===== config.mk =====
export PLATFORM = sky130hd
export DESIGN_NAME = exp_range_reduce
export DESIGN_NICKNAME = d
export VERILOG_FILES = /design/src/rtl/exp_range_reduce.sv
export SDC_FILE = /design/constraint.sdc
export NUM_CORES = 1
export LEC_CHECK = 0
export ABC_AREA = 1
export CAP_MARGIN = 30
export CORE_ASPECT_RATIO = 0.75
export CORE_MARGIN = 3
export CORE_UTILIZATION = 40
export DETAILED_ROUTE_END_ITERATION = 10
export PLACE_DENSITY = 0.6
export SLEW_MARGIN = 20
export SYNTH_ARGS = -nofsm -noshare
export SYNTH_HDL_FRONTEND = slang
export SYNTH_SLANG_ARGS = --single-unit

===== constraint.sdc =====
create_clock -name clk -period 3.41 [get_ports clk]
set_input_delay 0.5115 -clock clk [delete_from_list [all_inputs] [get_ports clk]]
set_output_delay 0.5115 -clock clk [all_outputs]
set_load 0.03 [all_outputs]

===== src/rtl/exp_range_reduce.sv =====
// Range reduction for exp(x): x = r - n*ln2 with r in (-ln2, 0], plus an in-order n side-band FIFO.
// Optional build macro EXP_RR_STATS_EN adds stat_accepted / stat_underflow counters.
module exp_range_reduce #(
  parameter int FIFO_DEPTH = 4
) (
  input  logic        clk,
  input  logic        rst_n,
  input  logic [63:0] x_in,
  input  logic        x_in_valid,
  output logic        x_in_ready,
  output logic [63:0] r_out,
  output logic        r_valid,
  input  logic        r_ready,
  output logic [5:0]  n_out,
  output logic        n_uf,
  output logic        n_valid,
  input  logic        n_ready
`ifdef EXP_RR_STATS_EN
  ,
  output logic [31:0] stat_accepted,
  output logic [31:0] stat_underflow
`endif
);

  localparam int AW = (FIFO_DEPTH > 1) ? $clog2(FIFO_DEPTH) : 1;
  localparam logic signed [63:0] LN2     = 64'sd762123384786;
  localparam logic signed [63:0] LN2_NEG = -64'sd762123384786;
  localparam logic [AW-1:0] PTR_ONE = AW'(1);
  localparam logic [AW:0]   CNT_ONE = (AW+1)'(1);
  localparam logic [AW:0]   DEPTH_C = (AW+1)'(FIFO_DEPTH);

  typedef enum logic [1:0] {
    IDLE   = 2'd0,
    REDUCE = 2'd1,
    OUT    = 2'd2
  } state_t;

  state_t             r_state;
  state_t             w_state_nxt;
  logic signed [63:0] r_acc;
  logic [2:0]         r_step;
  logic [5:0]         r_n;
  logic [63:0]        r_r_out;
  logic               r_r_valid;

  logic [6:0]         r_mem [FIFO_DEPTH];
  logic [AW-1:0]      r_wr_ptr;
  logic [AW-1:0]      r_rd_ptr;
  logic [AW:0]        r_count;

  logic               w_accept;
  logic               w_finish;
  logic [2:0]         w_j;
  logic signed [63:0] w_ln2_sh;
  logic signed [63:0] w_sum;
  logic               w_take;
  logic               w_uf;
  logic               w_push;
  logic               w_pop;
  logic               w_full;
  logic               w_empty;
  logic [6:0]         w_push_data;
  logic [6:0]         w_head;

  assign w_empty     = (r_count == '0);
  assign w_full      = (r_count == DEPTH_C);
  assign x_in_ready  = (r_state == IDLE) && !w_full;
  assign w_accept    = x_in_valid && x_in_ready;
  assign w_finish    = (r_state == REDUCE) && (r_step == 3'd6);
  assign w_j         = 3'd5 - r_step;
  assign w_ln2_sh    = LN2 << w_j;
  assign w_sum       = r_acc + w_ln2_sh;
  assign w_take      = (w_sum <= 64'sd0);
  assign w_uf        = (r_acc <= LN2_NEG);
  assign w_push      = w_finish;
  assign w_push_data = w_uf ? {1'b1, 6'd63} : {1'b0, r_n};
  assign w_pop       = n_valid && n_ready;
  assign w_head      = r_mem[r_rd_ptr];

  assign r_out   = r_r_out;
  assign r_valid = r_r_valid;
  assign n_valid = !w_empty;
  assign n_out   = w_empty ? 6'd0 : w_head[5:0];
  assign n_uf    = w_empty ? 1'b0 : w_head[6];

  // FSM state register
  always_ff @(posedge clk or negedge rst_n) begin
    if (!rst_n) begin
      r_state <= IDLE;
    end else begin
      r_state <= w_state_nxt;
    end
  end

  // FSM next-state decode
  always_comb begin
    w_state_nxt = r_state;
    case (r_state)
      IDLE: begin
        if (w_accept) w_state_nxt = REDUCE;
        else          w_state_nxt = IDLE;
      end
      REDUCE: begin
        if (w_finish) w_state_nxt = OUT;
        else          w_state_nxt = REDUCE;
      end
      OUT: begin
        if (r_r_valid && r_ready) w_state_nxt = IDLE;
        else                      w_state_nxt = OUT;
      end
      default: w_state_nxt = IDLE;
    endcase
  end

  // Restoring reduction: one n bit per cycle MSB first, then the underflow check
  always_ff @(posedge clk or negedge rst_n) begin
    if (!rst_n) begin
      r_acc     <= 64'sd0;
      r_step    <= 3'd0;
      r_n       <= 6'd0;
      r_r_out   <= 64'd0;
      r_r_valid <= 1'b0;
    end else begin
      case (r_state)
        IDLE: begin
          if (w_accept) begin
            r_acc  <= ($signed(x_in) > 64'sd0) ? 64'sd0 : $signed(x_in);
            r_step <= 3'd0;
            r_n    <= 6'd0;
          end
        end
        REDUCE: begin
          if (w_finish) begin
            r_r_out   <= w_uf ? 64'd0 : r_acc;
            r_r_valid <= 1'b1;
          end else begin
            if (w_take) begin
              r_acc <= w_sum;
              r_n   <= r_n | (6'd1 << w_j);
            end
            r_step <= r_step + 3'd1;
          end
        end
        OUT: begin
          if (r_ready) r_r_valid <= 1'b0;
        end
        default: begin
          r_r_valid <= 1'b0;
        end
      endcase
    end
  end

  // Side-band FIFO storage; empty entries are masked at the output
  always_ff @(posedge clk) begin
    if (w_push) r_mem[r_wr_ptr] <= w_push_data;
  end

  // Side-band FIFO pointers and occupancy
  always_ff @(posedge clk or negedge rst_n) begin
    if (!rst_n) begin
      r_wr_ptr <= '0;
      r_rd_ptr <= '0;
      r_count  <= '0;
    end else begin
      if (w_push) r_wr_ptr <= r_wr_ptr + PTR_ONE;
      if (w_pop)  r_rd_ptr <= r_rd_ptr + PTR_ONE;
      case ({w_push, w_pop})
        2'b10:   r_count <= r_count + CNT_ONE;
        2'b01:   r_count <= r_count - CNT_ONE;
        default: r_count <= r_count;
      endcase
    end
  end

`ifdef EXP_RR_STATS_EN
  logic [31:0] r_stat_acc;
  logic [31:0] r_stat_uf;

  // Free-running event counters, wrapping at 2^32
  always_ff @(posedge clk or negedge rst_n) begin
    if (!rst_n) begin
      r_stat_acc <= 32'd0;
      r_stat_uf  <= 32'd0;
    end else begin
      if (w_accept)         r_stat_acc <= r_stat_acc + 32'd1;
      if (w_push && w_uf)   r_stat_uf  <= r_stat_uf + 32'd1;
    end
  end

  assign stat_accepted  = r_stat_acc;
  assign stat_underflow = r_stat_uf;
`endif

endmodule


==> impl_metrics.json, run 1 <==
{
  "status": "finished, violations left",
  "failed_checks": "negative setup slack",
  "clock_latency_ns": 0.45,
  "post-route-period-util_pct": 121,
  "holdBufCountCts": 0,
  "yosys.cell_types.count": 41,
  "die_w_um": 222,
  "slowest_stage": "dfrtp_2",
  "cts_htree_levels": 4,
  "worstMarginPinSlew_ns": 0.860,
  "coreArea_sq_um": 34000,
  "syn_nets": 2382,
  "cts_tree": "built",
  "io_buffers": 142,
  "cts_made_buffers": 17,
  "yosys.cell_count.top_type": "nand2_1",
  "hold_viol": 0,
  "avgSynthCellArea_sq_um": 6.21,
  "grt_setup_unrepaired": "true",
  "grt_usage_pct": 32.7,
  "grt_pass1_vias": 15500,
  "die_h_um": 168,
  "dp_hpwl_um": 50100,
  "crit_path_max_incr_delay_ns": 0.46,
  "remaining_drc_errors": 0,
  "fp-row-count": 58,
  "clock-sinks": 175,
  "multi_input_area_sq_um": 9510,
  "finish.net_count": 2893,
  "cp-end-kind": "register",
  "ant_nets": 0,
  "arrival_ns": 4.47,
  "cp_max_fo": 8,
  "dieArea_sq_um": 37200,
  "synth_top_area_share_pct": 26.3,
  "netlist_top_cells_area": "dfrtp_1 26%, nand2_1 23%, inv_1 8.8%",
  "grt-ovfl-total": 0,
  "start_util_pct": 41.2,
  "fin_worst_skew_ns": 0.0276,
  "clk_pin_slew_ns": 0.08,
  "synth-xor-area-share_pct": 0.564,
  "antenna_found_initial": 2,
  "setup_viol": 69,
  "via_per_inst": 5.34,
  "wirelength_um": 64300,
  "synth_edf_count": 28,
  "ioPinCount": 143,
  "muxShareOfSynthArea_pct": 0.0716,
  "ys_dominant_reg_cell": "dfrtp_1",
  "ys_seq_elements": 175,
  "path_class": "register to register",
  "slew_headroom_pct": 42.5,
  "synth_top_family_by_area": "simple AND/OR/NAND/NOR gates",
  "worstSetupStartpointType": "register",
  "drtPass1Iterations": 8,
  "synth_simple_gate_area_share_pct": 40.0,
  "routedWlPerCell_um": 19.9,
  "grt_pass1_wl_um": 93300,
  "yosysTopAreaCell": "dfrtp_1",
  "dr_total_vias": 17200,
  "max_freq_mhz": 242,
  "min_path_type": "input pin to asynchronous set/reset pin",
  "crit_required_ns": 3.74,
  "finalCriticalPeriod_ns": 4.14,
  "syn_area_sq_um": 14000,
  "yosysSeqAreaShare_pct": 32.3,
  "n_fill_cell": 3088,
  "ys_warn_count": 0,
  "syn_inst": 2252,
  "drv_cap": 0,
  "cts.path.max_buffers": 2,
  "place_ws_ns": -1.12,
  "first_iter_violations": 2391,
  "ys_async_sr_fraction_pct": 84.0,
  "synthTopCellsByCount": "860 x nand2_1, 326 x inv_1, 190 x nand3_1, 178 x nor2_1, 147 x dfrtp_1",
  "place_congestion": 1.10,
  "path_common_cell": "nand2_1",
  "slew_viol_final": 0,
  "synth_compound_area_share_pct": 10.1,
  "cts_root_buf": "clkbuf_16",
  "synthAdderAreaFrac_pct": 5.57,
  "drive_gt1_share_pct": 29.9,
  "area_growth_syn_to_layout_pct": 53.3,
  "setup_ws_ns": -0.728,
  "grt_max_degree": 91,
  "ff_latch_area_sq_um": 4520
}
[worst max-delay path, delay by kind of cell, from the launching register on]
kind	cells	cell delay, ns
AO/OA/AOI/OAI	1	0.13
flip-flops	1	0.46
adder cells (fa/ha/maj)	1	0.22
AND/OR/NAND/NOR	22	2.20
buffers and inverters	8	1.01
[cells in the final DEF, fill, tap and decap left out, types with 25 or more instances in the layout]
master	synthesis	final
clkdlybuf4s50_1	0	141
nor2_1	178	124
nor2_4	0	25
clkbuf_16	0	25
ha_1	59	26
a21oi_1	72	51
nand2_2	3	137
nand3_1	190	166
inv_1	326	307
ha_4	0	26
o31ai_1	29	29
nand2_1	860	690
edfxtp_1	28	28
nand4_1	34	34
dfrtp_1	147	144
nand2_4	0	34
nor2_2	6	35
buf_4	1	386
inv_2	13	29
o21ai_0	124	116
[per-layer routing]
metal,GRT usage [%],up-vias,share of wire (%)
li1,-,8218,-
met2,45.1,841,40
met1,52.7,8094,47
met4,4.67,0,1.3
met5,0,-,0
met3,7.02,72,12
[flip-flops by register name, summed over array words and instances (netlist names), 3 cells and up]
register and flops:
r_acc 64, r_count 3, r_mem 28, r_n 6
r_out 64, r_step 3
[repair_timing]
| item | in CTS | in global routing |
|---|---|---|
| setup buffers | 41 | 13 |
| gates resized for setup | 222 | 205 |
| endpoints found under the setup margin | 69 | 69 |
| gates cloned | 6 | 10 |
| pin swaps | 74 | 49 |
[path summary, 6_finish.rpt]
check	from	endpoint	slack, ns	cells past startpoint
max in group asynchronous	rst_n	r_acc[38]	2.41	2
max	r_step[1]	r_acc[24]	-0.73	32
max reg2reg	r_step[1]	r_acc[24]	-0.73	32
min	rst_n	r_out[2]	0.11	1
min reg2reg	r_out[20]	r_out[20]	0.48	2
min in group clk	r_out[20]	r_out[20]	0.48	2
[final cells by class]
| cell class | count | share of cell area (%) |
|---|---|---|
| Timing Repair inverter | 1 | 0.0292 |
| Sequential cell | 175 | 21.1 |
| Tap cell | 450 | 2.63 |
| Inverter | 340 | 6.01 |
| Clock buffer | 18 | 2.10 |
| Timing Repair Buffer | 559 | 23.0 |
| Multi-Input combinational cell | 1669 | 44.4 |
| Antenna cell | 1 | 0.0117 |
| Clock inverter | 14 | 0.765 |
[through the flow]
stage	cell area (sq um)	TNS (ns)	instances	util (%)	hold WS, ns
finish	21400	-48.23	3227	63.1	0.112
global route	21400	-57.84	3226	63.1	0.163
CTS	20500	-41.05	3205	60.3	0.167
detailed placement	18500	-75.49	3126	54.5	0.458
global placement	18500	-72.17	3126	54.5	0.453
floorplan	14200	0	2252	-	0.216
[cell families (layout without fill, tap and decap cells)]
logic type | count (synthesis) | after routing
adder cells (fa/ha/maj) | 61 | 61
XOR/XNOR | 9 | 9
multiplexers | 1 | 1
buffers and inverters | 409 | 932
other | 0 | 1
flip-flops | 175 | 175
AO/OA/AOI/OAI | 256 | 256
AND/OR/NAND/NOR | 1341 | 1342
Power of run 1 is not shown: default switching activity piles up to over one toggle a cycle in this logic, so the estimate is an artifact.
==> inputs of run 2 (changes only) <==
Settings changed: SKIP_LAST_GASP from default to 1.
Clock period 3.41 ns to 3.65 ns, I/O delays scaled along.
==> impl_metrics.json, run 2 (same netlist as run 1, synthesis figures left out) <==
{
  "fin_tns_setup_ns": -27.78,
  "grt-ovfl-total": 0,
  "n_fill_cell": 3101,
  "max_freq_mhz": 244,
  "setup_viol": 69,
  "place_congestion": 1.04,
  "first_iter_violations": 1733,
  "grt_usage_pct": 33.9,
  "worstSetupStartpointType": "register",
  "finalCriticalPeriod_ns": 4.09,
  "crit_path_max_incr_delay_ns": 0.45,
  "slew_viol_final": 0,
  "die_h_um": 168,
  "drive_gt1_share_pct": 35.1,
  "grt_setup_unrepaired": "true",
  "clock-sinks": 175,
  "holdBufCountCts": 0,
  "placed_area_sq_um": 18400,
  "grt_max_degree": 115,
  "cts_tree": "built",
  "fin_worst_skew_ns": 0.0219,
  "area_growth_syn_to_layout_pct": 59.1,
  "cp_max_fo": 7,
  "hold_viol": 0,
  "die_w_um": 222,
  "min_path_type": "input pin to asynchronous set/reset pin",
  "remaining_drc_errors": 0,
  "fin_area_sq_um": 22200,
  "dieArea_sq_um": 37200,
  "clock_latency_ns": 0.46,
  "finish.net_count": 2889,
  "post-route-period-util_pct": 112,
  "drtPass1Iterations": 6,
  "slew_headroom_pct": 44.7,
  "path_common_cell": "nand2_1",
  "failed_checks": "negative setup slack",
  "fp-row-count": 58,
  "final_cell_mix": "630 x nand2_1, 367 x buf_4, 282 x inv_1",
  "cts_made_buffers": 17,
  "routedWlPerCell_um": 20.4,
  "use_met1_pct": 51.9,
  "wirelength_um": 65600,
  "grtUsageMet2_pct": 47.3,
  "coreArea_sq_um": 34000,
  "grt_pass1_wl_um": 96200,
  "crit_required_ns": 4.04,
  "dr_total_vias": 17300,
  "io_buffers": 142,
  "slowest_stage": "dfrtp_2",
  "ioPinCount": 143,
  "busiest_layer": "met1",
  "status": "finished, violations left",
  "cts_root_buf": "clkbuf_16",
  "clk_pin_slew_ns": 0.09,
  "path_class": "register to register",
  "via_per_inst": 5.35,
  "cts.path.max_buffers": 2,
  "dp_hpwl_um": 50800,
  "cts_htree_levels": 4,
  "mostFrequentLayoutCell": "nand2_1",
  "setup_ws_ns": -0.445,
  "antenna_found_initial": 0,
  "start_util_pct": 41.2,
  "drv_cap": 0,
  "ant_nets": 0,
  "worstMarginPinSlew_ns": 0.830,
  "cp-end-kind": "register",
  "grt_pass1_vias": 16000,
  "use_met3_pct": 8.68,
  "arrival_ns": 4.48,
  "n_antenna_cell": 0
}
[run 2: final timing paths]
check	endpoint	slack (ns)	from	depth (start not counted)
worst max register to register	r_acc[24]	-0.44	r_step[1]	29
max in group asynchronous	r_step[1]	2.57	rst_n	2
min in group clk	r_out[44]	0.48	r_out[44]	2
worst max-delay path	r_acc[24]	-0.44	r_step[1]	29
worst min register to register	r_out[44]	0.48	r_out[44]	2
worst min-delay path	r_out[48]	0.01	rst_n	1
[run 2: per-stage QoR]
stage	util [%]	hold WS, ns	cells	setup slack [ns]
floorplan	-	0.252	2252	0.0290
global placement	54.1	0.455	3125	-0.923
detailed placement	54.1	0.465	3125	-0.984
CTS	61.6	0.0147	3194	-0.412
global route	65.5	0.0310	3222	-0.575
finish	65.5	0.0141	3222	-0.445
[run 2: what timing repair did]
item / in CTS / in global routing
pin swaps: 71 / 143
gates cloned: 7 / 3
endpoints found under the setup margin: 69 / 69
setup buffers: 30 / 29
gates resized for setup: 385 / 314
[run 2: per-layer routing]
layer	vias to the layer above	part of all wire [%]
met5	-	0
met4	0	2.2
met3	80	11
met2	702	40
met1	8270	46
li1	8198	-
[run 2: layout make-up]
cell class | instances | area, sq um | area share [%]
Clock buffer | 17 | 425 | 1.91
Tap cell | 450 | 563 | 2.53
Inverter | 340 | 1300 | 5.85
Multi-Input combinational cell | 1668 | 10300 | 46.5
Timing Repair Buffer | 557 | 4930 | 22.2
Clock inverter | 15 | 165 | 0.743
Sequential cell | 175 | 4520 | 20.3
[run 2: critical path, delay by kind of cell, from the launching register on]
family,cells,cell delay [ns]
AND/OR/NAND/NOR,21,2.41
buffers and inverters,7,0.82
adder cells (fa/ha/maj),1,0.31
flip-flops,1,0.45
Power of run 2 is left out for the same reason.
